File: src/rtl/maxpool_ctrl_if.sv
// rtl/maxpool_ctrl_if.sv - start/status, input RAM, pooling unit and output RAM signals of maxpool_ctrl
interface maxpool_ctrl_if #(
    parameter int DATA_SIZE = 8,
    parameter int ADDR_W    = 10
);
    logic                 start;
    logic                 busy;
    logic                 done;
    logic                 rd_en;
    logic [ADDR_W-1:0]    rd_addr;
    logic [DATA_SIZE-1:0] rd_data;
    logic [DATA_SIZE-1:0] pool_in1;
    logic [DATA_SIZE-1:0] pool_in2;
    logic [DATA_SIZE-1:0] pool_in3;
    logic [DATA_SIZE-1:0] pool_in4;
    logic                 pool_enable;
    logic [DATA_SIZE-1:0] pool_out;
    logic                 pool_done;
    logic                 wr_en;
    logic [ADDR_W-1:0]    wr_addr;
    logic [DATA_SIZE-1:0] wr_data;

    modport master (
        input  start, rd_data, pool_out, pool_done,
        output busy, done, rd_en, rd_addr,
        output pool_in1, pool_in2, pool_in3, pool_in4, pool_enable,
        output wr_en, wr_addr, wr_data
    );

    modport slave (
        output start, rd_data, pool_out, pool_done,
        input  busy, done, rd_en, rd_addr,
        input  pool_in1, pool_in2, pool_in3, pool_in4, pool_enable,
        input  wr_en, wr_addr, wr_data
    );
endinterface

File: src/rtl/maxpool_ctrl.sv
// rtl/maxpool_ctrl.sv - 2x2 stride-2 max-pool sequencer; define MAXPOOL_RELU_EN to clamp negative results to 0
module maxpool_ctrl #(
    parameter int DATA_SIZE = 8,
    parameter int IMG_W     = 28,
    parameter int IMG_H     = 28,
    parameter int ADDR_W    = 10
) (
    input  logic           clk,
    input  logic           rst_n,
    maxpool_ctrl_if.master bus
);
    localparam int OW = IMG_W / 2;
    localparam int OH = IMG_H / 2;
    localparam logic [ADDR_W-1:0] LAST_WC  = ADDR_W'(OW - 1);
    localparam logic [ADDR_W-1:0] LAST_WR  = ADDR_W'(OH - 1);
    localparam logic [ADDR_W-1:0] W_STEP   = ADDR_W'(IMG_W);
    localparam logic [ADDR_W-1:0] ROW_STEP = ADDR_W'(2 * IMG_W);
    localparam logic [ADDR_W-1:0] ONE      = ADDR_W'(1);
    localparam logic [ADDR_W-1:0] TWO      = ADDR_W'(2);

    localparam logic [2:0] S_IDLE  = 3'd0;
    localparam logic [2:0] S_FETCH = 3'd1;
    localparam logic [2:0] S_POOL  = 3'd2;
    localparam logic [2:0] S_WRITE = 3'd3;
    localparam logic [2:0] S_WAIT  = 3'd4;
    localparam logic [2:0] S_DONE  = 3'd5;

    logic [2:0]           state;
    logic [2:0]           phase;
    logic [ADDR_W-1:0]    wc;
    logic [ADDR_W-1:0]    wr;
    logic [ADDR_W-1:0]    tl;
    logic [ADDR_W-1:0]    row_base;
    logic [ADDR_W-1:0]    out_addr;
    logic                 rd_en_q;
    logic [ADDR_W-1:0]    rd_addr_q;
    logic                 rd_vld;
    logic [1:0]           rd_sel;
    logic [DATA_SIZE-1:0] pin1, pin2, pin3, pin4;
    logic                 pool_en_q;
    logic                 busy_q;
    logic                 done_q;
    logic [ADDR_W-1:0]    wr_addr_q;
    logic [DATA_SIZE-1:0] wr_data_q;
    logic [DATA_SIZE-1:0] pool_res;
    logic                 write_now;
    logic                 last_win;

`ifdef MAXPOOL_RELU_EN
    assign pool_res = bus.pool_out[DATA_SIZE-1] ? '0 : bus.pool_out;
`else
    assign pool_res = bus.pool_out;
`endif

    // The write strobe follows pool_done in the same cycle, so it cannot be registered.
    assign write_now = ((state == S_WRITE) || (state == S_WAIT)) && bus.pool_done;
    assign last_win  = (wc == LAST_WC) && (wr == LAST_WR);

    assign bus.busy        = busy_q;
    assign bus.done        = done_q;
    assign bus.rd_en       = rd_en_q;
    assign bus.rd_addr     = rd_addr_q;
    assign bus.pool_in1    = pin1;
    assign bus.pool_in2    = pin2;
    assign bus.pool_in3    = pin3;
    assign bus.pool_in4    = pin4;
    assign bus.pool_enable = pool_en_q;
    assign bus.wr_en       = write_now;
    assign bus.wr_addr     = write_now ? out_addr : wr_addr_q;
    assign bus.wr_data     = write_now ? pool_res : wr_data_q;

    always_ff @(posedge clk or negedge rst_n) begin
        if (!rst_n) begin
            state     <= S_IDLE;
            phase     <= '0;
            wc        <= '0;
            wr        <= '0;
            tl        <= '0;
            row_base  <= '0;
            out_addr  <= '0;
            rd_en_q   <= 1'b0;
            rd_addr_q <= '0;
            pool_en_q <= 1'b0;
            busy_q    <= 1'b0;
            done_q    <= 1'b0;
            wr_addr_q <= '0;
            wr_data_q <= '0;
        end else begin
            case (state)
                S_IDLE: begin
                    if (bus.start) begin
                        state     <= S_FETCH;
                        phase     <= '0;
                        wc        <= '0;
                        wr        <= '0;
                        tl        <= '0;
                        row_base  <= '0;
                        out_addr  <= '0;
                        busy_q    <= 1'b1;
                        rd_en_q   <= 1'b1;
                        rd_addr_q <= '0;
                    end
                end
                S_FETCH: begin
                    // Address for the next cycle is staged here so rd_addr is a clean register.
                    phase <= phase + 3'd1;
                    case (phase)
                        3'd0:    rd_addr_q <= tl + ONE;
                        3'd1:    rd_addr_q <= tl + W_STEP;
                        3'd2:    rd_addr_q <= tl + W_STEP + ONE;
                        3'd3:    rd_en_q   <= 1'b0;
                        default: begin
                            state     <= S_POOL;
                            pool_en_q <= 1'b1;
                        end
                    endcase
                end
                S_POOL: begin
                    pool_en_q <= 1'b0;
                    state     <= S_WRITE;
                end
                S_WRITE, S_WAIT: begin
                    if (!bus.pool_done) begin
                        pool_en_q <= 1'b1;
                        state     <= S_WAIT;
                    end else begin
                        pool_en_q <= 1'b0;
                        wr_addr_q <= out_addr;
                        wr_data_q <= pool_res;
                        out_addr  <= out_addr + ONE;
                        if (last_win) begin
                            state  <= S_DONE;
                            done_q <= 1'b1;
                            busy_q <= 1'b0;
                        end else begin
                            state   <= S_FETCH;
                            phase   <= '0;
                            rd_en_q <= 1'b1;
                            if (wc == LAST_WC) begin
                                wc        <= '0;
                                wr        <= wr + ONE;
                                row_base  <= row_base + ROW_STEP;
                                tl        <= row_base + ROW_STEP;
                                rd_addr_q <= row_base + ROW_STEP;
                            end else begin
                                wc        <= wc + ONE;
                                tl        <= tl + TWO;
                                rd_addr_q <= tl + TWO;
                            end
                        end
                    end
                end
                S_DONE: begin
                    done_q <= 1'b0;
                    state  <= S_IDLE;
                end
                default: state <= S_IDLE;
            endcase
        end
    end

    // RAM data lags rd_en by one cycle; rd_sel remembers which window corner it belongs to.
    always_ff @(posedge clk or negedge rst_n) begin
        if (!rst_n) begin
            rd_vld <= 1'b0;
            rd_sel <= '0;
            pin1   <= '0;
            pin2   <= '0;
            pin3   <= '0;
            pin4   <= '0;
        end else begin
            rd_vld <= rd_en_q;
            rd_sel <= phase[1:0];
            if (rd_vld) begin
                case (rd_sel)
                    2'd0:    pin1 <= bus.rd_data;
                    2'd1:    pin2 <= bus.rd_data;
                    2'd2:    pin3 <= bus.rd_data;
                    default: pin4 <= bus.rd_data;
                endcase
            end
        end
    end
endmodule

File: src/flat_wrapper.sv
// flat-port wrapper written by rule: the top's interface ports become plain ports
module maxpool_ctrl_flat 
#(
    parameter int DATA_SIZE = 8,
    parameter int IMG_W     = 28,
    parameter int IMG_H     = 28,
    parameter int ADDR_W    = 10
)
  (clk, rst_n, bus_start, bus_rd_data, bus_pool_out, bus_pool_done, bus_busy, bus_done, bus_rd_en, bus_rd_addr, bus_pool_in1, bus_pool_in2, bus_pool_in3, bus_pool_in4, bus_pool_enable, bus_wr_en, bus_wr_addr, bus_wr_data);
  maxpool_ctrl_if #(.DATA_SIZE(DATA_SIZE), .ADDR_W(ADDR_W)) bus_i ();
  input  logic clk;
  input  logic rst_n;
  input wire logic [$bits(bus_i.start)-1:0] bus_start;
  input wire logic [$bits(bus_i.rd_data)-1:0] bus_rd_data;
  input wire logic [$bits(bus_i.pool_out)-1:0] bus_pool_out;
  input wire logic [$bits(bus_i.pool_done)-1:0] bus_pool_done;
  output wire logic [$bits(bus_i.busy)-1:0] bus_busy;
  output wire logic [$bits(bus_i.done)-1:0] bus_done;
  output wire logic [$bits(bus_i.rd_en)-1:0] bus_rd_en;
  output wire logic [$bits(bus_i.rd_addr)-1:0] bus_rd_addr;
  output wire logic [$bits(bus_i.pool_in1)-1:0] bus_pool_in1;
  output wire logic [$bits(bus_i.pool_in2)-1:0] bus_pool_in2;
  output wire logic [$bits(bus_i.pool_in3)-1:0] bus_pool_in3;
  output wire logic [$bits(bus_i.pool_in4)-1:0] bus_pool_in4;
  output wire logic [$bits(bus_i.pool_enable)-1:0] bus_pool_enable;
  output wire logic [$bits(bus_i.wr_en)-1:0] bus_wr_en;
  output wire logic [$bits(bus_i.wr_addr)-1:0] bus_wr_addr;
  output wire logic [$bits(bus_i.wr_data)-1:0] bus_wr_data;
  assign bus_i.start = bus_start;
  assign bus_i.rd_data = bus_rd_data;
  assign bus_i.pool_out = bus_pool_out;
  assign bus_i.pool_done = bus_pool_done;
  assign bus_busy = bus_i.busy;
  assign bus_done = bus_i.done;
  assign bus_rd_en = bus_i.rd_en;
  assign bus_rd_addr = bus_i.rd_addr;
  assign bus_pool_in1 = bus_i.pool_in1;
  assign bus_pool_in2 = bus_i.pool_in2;
  assign bus_pool_in3 = bus_i.pool_in3;
  assign bus_pool_in4 = bus_i.pool_in4;
  assign bus_pool_enable = bus_i.pool_enable;
  assign bus_wr_en = bus_i.wr_en;
  assign bus_wr_addr = bus_i.wr_addr;
  assign bus_wr_data = bus_i.wr_data;
  maxpool_ctrl #(.DATA_SIZE(DATA_SIZE), .IMG_W(IMG_W), .IMG_H(IMG_H), .ADDR_W(ADDR_W)) u_core (.clk(clk), .rst_n(rst_n), .bus(bus_i));
endmodule
File: config.mk
export PLATFORM = sky130hd
export DESIGN_NAME = maxpool_ctrl_flat
export DESIGN_NICKNAME = d
export VERILOG_FILES = /design/src/rtl/maxpool_ctrl_if.sv /design/src/rtl/maxpool_ctrl.sv /design/src/flat_wrapper.sv
export SDC_FILE = /design/constraint.sdc
export NUM_CORES = 1
export LEC_CHECK = 0
export CAP_MARGIN = 15
export CORE_MARGIN = 2
export CORE_UTILIZATION = 40
export DETAILED_ROUTE_END_ITERATION = 16
export GPL_TIMING_DRIVEN = 0
export REMOVE_ABC_BUFFERS = 1
export SYNTH_ARGS = -nofsm -noshare
export SYNTH_HDL_FRONTEND = slang
export SYNTH_SLANG_ARGS = --single-unit
File: constraint.sdc
create_clock -name clk -period 6.7 [get_ports clk]
set_input_delay 0.67 -clock clk [delete_from_list [all_inputs] [get_ports clk]]
set_output_delay 0.67 -clock clk [all_outputs]
set_load 0.005 [all_outputs]
==> metrics.csv <==
metric,value,unit
vias,4919,
layout_common_cells,"dfrtp_1, nand2_1, clkdlybuf4s50_1",
cts_resized,0,
routedWlPerCell,16.1,um
critPathKind,flip-flop to output port,
synth_top_area_share,0.482,
dp_cells,869,
finalSetupViolations,0,
cts_tree,done,
drt_iter0_drc,287,
drive_above_1_share,0.128,
fillers,1357,
status,completed,
worstPathRequired,6.03,ns
place_congestion,0.834,
leakage,3.26,nW
startpoint_type,flip-flop,
power_density,417,nW/um2
gr-usage-all-layers,0.185,
finalPower,0.00325,W
ys_seq_area_frac,0.482,
ir_worst_vdd,0.267,mV
postSynthAreaPerCell,9.94,um2
synth.area.top_cells,"dfrtp_1, mux2_2, nand2_1",
synth_edf_count,0,
arrival,3.99,ns
diodes,0,
post-route-drc-count,0,
num_rows,45,
firstDrtPassIters,5,
die_area,16600,um2
nets,735,
ys_seq_elements,120,
final_common_cell,dfrtp_1,
period_needed,4.66,ns
finalHoldViolCount,0,
post-cts-setup-buffer-count,0,
worst_slew_pin_slew,1.16,ns
whs,0.0855,ns
avgViaCountPerCell,5.46,
final_max_slew_viol_count,0,
yosysUniqueCellTypes,72,
insertion_delay,0.42,ns
routed_wl,14500,um
grt_first_pass_wirelength,24200,um
hold_buffers,0,
chipWidth,129,um
finalCritPeriodShare,0.695,
layout.cells.non_filler,901,
antenna_found_initial,0,
synthCells,627,
cts_buffers,17,
async_flop_share,1.00,
area_growth_syn_to_layout,24.9,%
slew_headroom,0.228,
final_antenna_net_count,0,
overflow,0,
grt_start_max_net_pins,102,
clkSlewWorstSetupHoldPaths,0.06,ns
fmax,0.215,GHz
syn_area,6230,um2
synth_top_area_cell,dfrtp_1,
start_util,0.410,
fin_skew,0.00597,ns
numPortBuffers,84,
cp_max_fo,22,
cts.sinks,120,
cts_root_buffer,clkbuf_16,
grt_pass1_vias,4841,
rsz0062_at_grt,no,
tns,0,ns
die_h,129,um
yosysWarnings,0,
h-tree-depth,4,
end_kind,output port,
ios,85,
utilization,0.512,
hold_class,input pin to async pin,
drv_cap,0,
ys.flop_type,dfrtp_1,
core-area,15200,um2
clk_path_buf_depth,2,
dpl.hpwl,9930,um
[sequential cells by signal, summed over array words and instances, names as in the netlist]
signal	flops
u_core.phase	3
u_core.wr_data_q	8
u_core.wr	10
u_core.wc	10
u_core.bus.rd_addr	10
u_core.state	3
u_core.row_base	7
u_core.bus.pool_in2	8
u_core.bus.pool_enable	1
u_core.bus.busy	1
u_core.tl	10
u_core.bus.rd_en	1
u_core.bus.pool_in3	8
u_core.bus.pool_in4	8
u_core.bus.pool_in1	8
u_core.rd_sel	2
u_core.bus.done	1
u_core.out_addr	10
u_core.rd_vld	1
u_core.wr_addr_q	10
[worst paths after layout]
path	startpoint	endpoint	slack, ns	cells past startpoint
max	u_core.state[2]	bus_wr_addr[1]	2.04	6
min	rst_n	u_core.wr_data_q[4]	0.09	1
max reg2reg	u_core.state[2]	u_core.wr_addr_q[1]	3.46	5
min reg2reg	u_core.bus.rd_en	u_core.rd_vld	0.41	0
max in group asynchronous	rst_n	u_core.row_base[8]	5.85	2
min in group clk	u_core.bus.rd_en	u_core.rd_vld	0.41	0
[cell families after synthesis]
logic type,count (synthesis),synth area share
simple gates,247,0.204
compound gates,127,0.135
flops,120,0.482
buf+inv,49,0.0375
mux,39,0.0699
xor+xnor,30,0.0422
fa+ha+maj,15,0.0301
[critical path, stage by stage, from the launching register on]
cell and delay, ns:
dfrtp_1 0.61, nor3b_2 0.31, or2_1 0.51, nand2_1 0.54, inv_1 0.72, mux2_2 0.42, clkdlybuf4s50_1 0.44
[layout make-up]
class                      instances  area [um2]  share of cell area
clock buffer                      19         453              0.0582
clock inverter                    13         123              0.0158
inverter                          16        60.1             0.00772
multi-input combinational        458        3010               0.386
sequential                       120        3000               0.386
tap                              188         235              0.0302
timing repair buffer              87         902               0.116
[Yosys cell counts (4+ instances only)]
| master | count |
|---|---|
| a31oi_1 | 5 |
| and2_1 | 4 |
| nand3_1 | 25 |
| xor2_1 | 6 |
| xnor2_1 | 24 |
| o21ai_1 | 7 |
| dfrtp_1 | 120 |
| o21ai_0 | 40 |
| nor3_1 | 20 |
| and3_1 | 6 |
| buf_2 | 13 |
| a21oi_1 | 18 |
| or3_1 | 4 |
| nor2b_1 | 8 |
| mux2_2 | 36 |
| inv_1 | 16 |
| o21a_1 | 4 |
| buf_4 | 5 |
| o211ai_1 | 4 |
| o31ai_1 | 15 |
| nand4_1 | 5 |
| nand2_1 | 96 |
| nor2_1 | 39 |
| ha_1 | 15 |
| nand2b_1 | 10 |
| clkbuf_1 | 13 |
[where the power goes]
part           switching [W]  leakage (nW)  internal, W
Clock               0.000348         0.272     0.000531
Sequential          0.000145          1.55     0.000917
Combinational       0.000667          1.44     0.000641
[per-layer routing]
metal,vias up,global-route usage,share of wire
li1,2372,-,-
met1,2412,0.243,0.47
met2,117,0.303,0.47
met3,18,0.0441,0.043
met4,0,0.0607,0.014
met5,-,0,0
[per-stage QoR]
step	setup WS, ns	area (um2)
CTS	1.97	7780
floorplan	3.69	6060
global route	1.65	7780
global placement	0.296	7130
detailed placement	2.42	7210
finish	2.04	7780
Note: power is estimated with default switching activity, not from simulation.
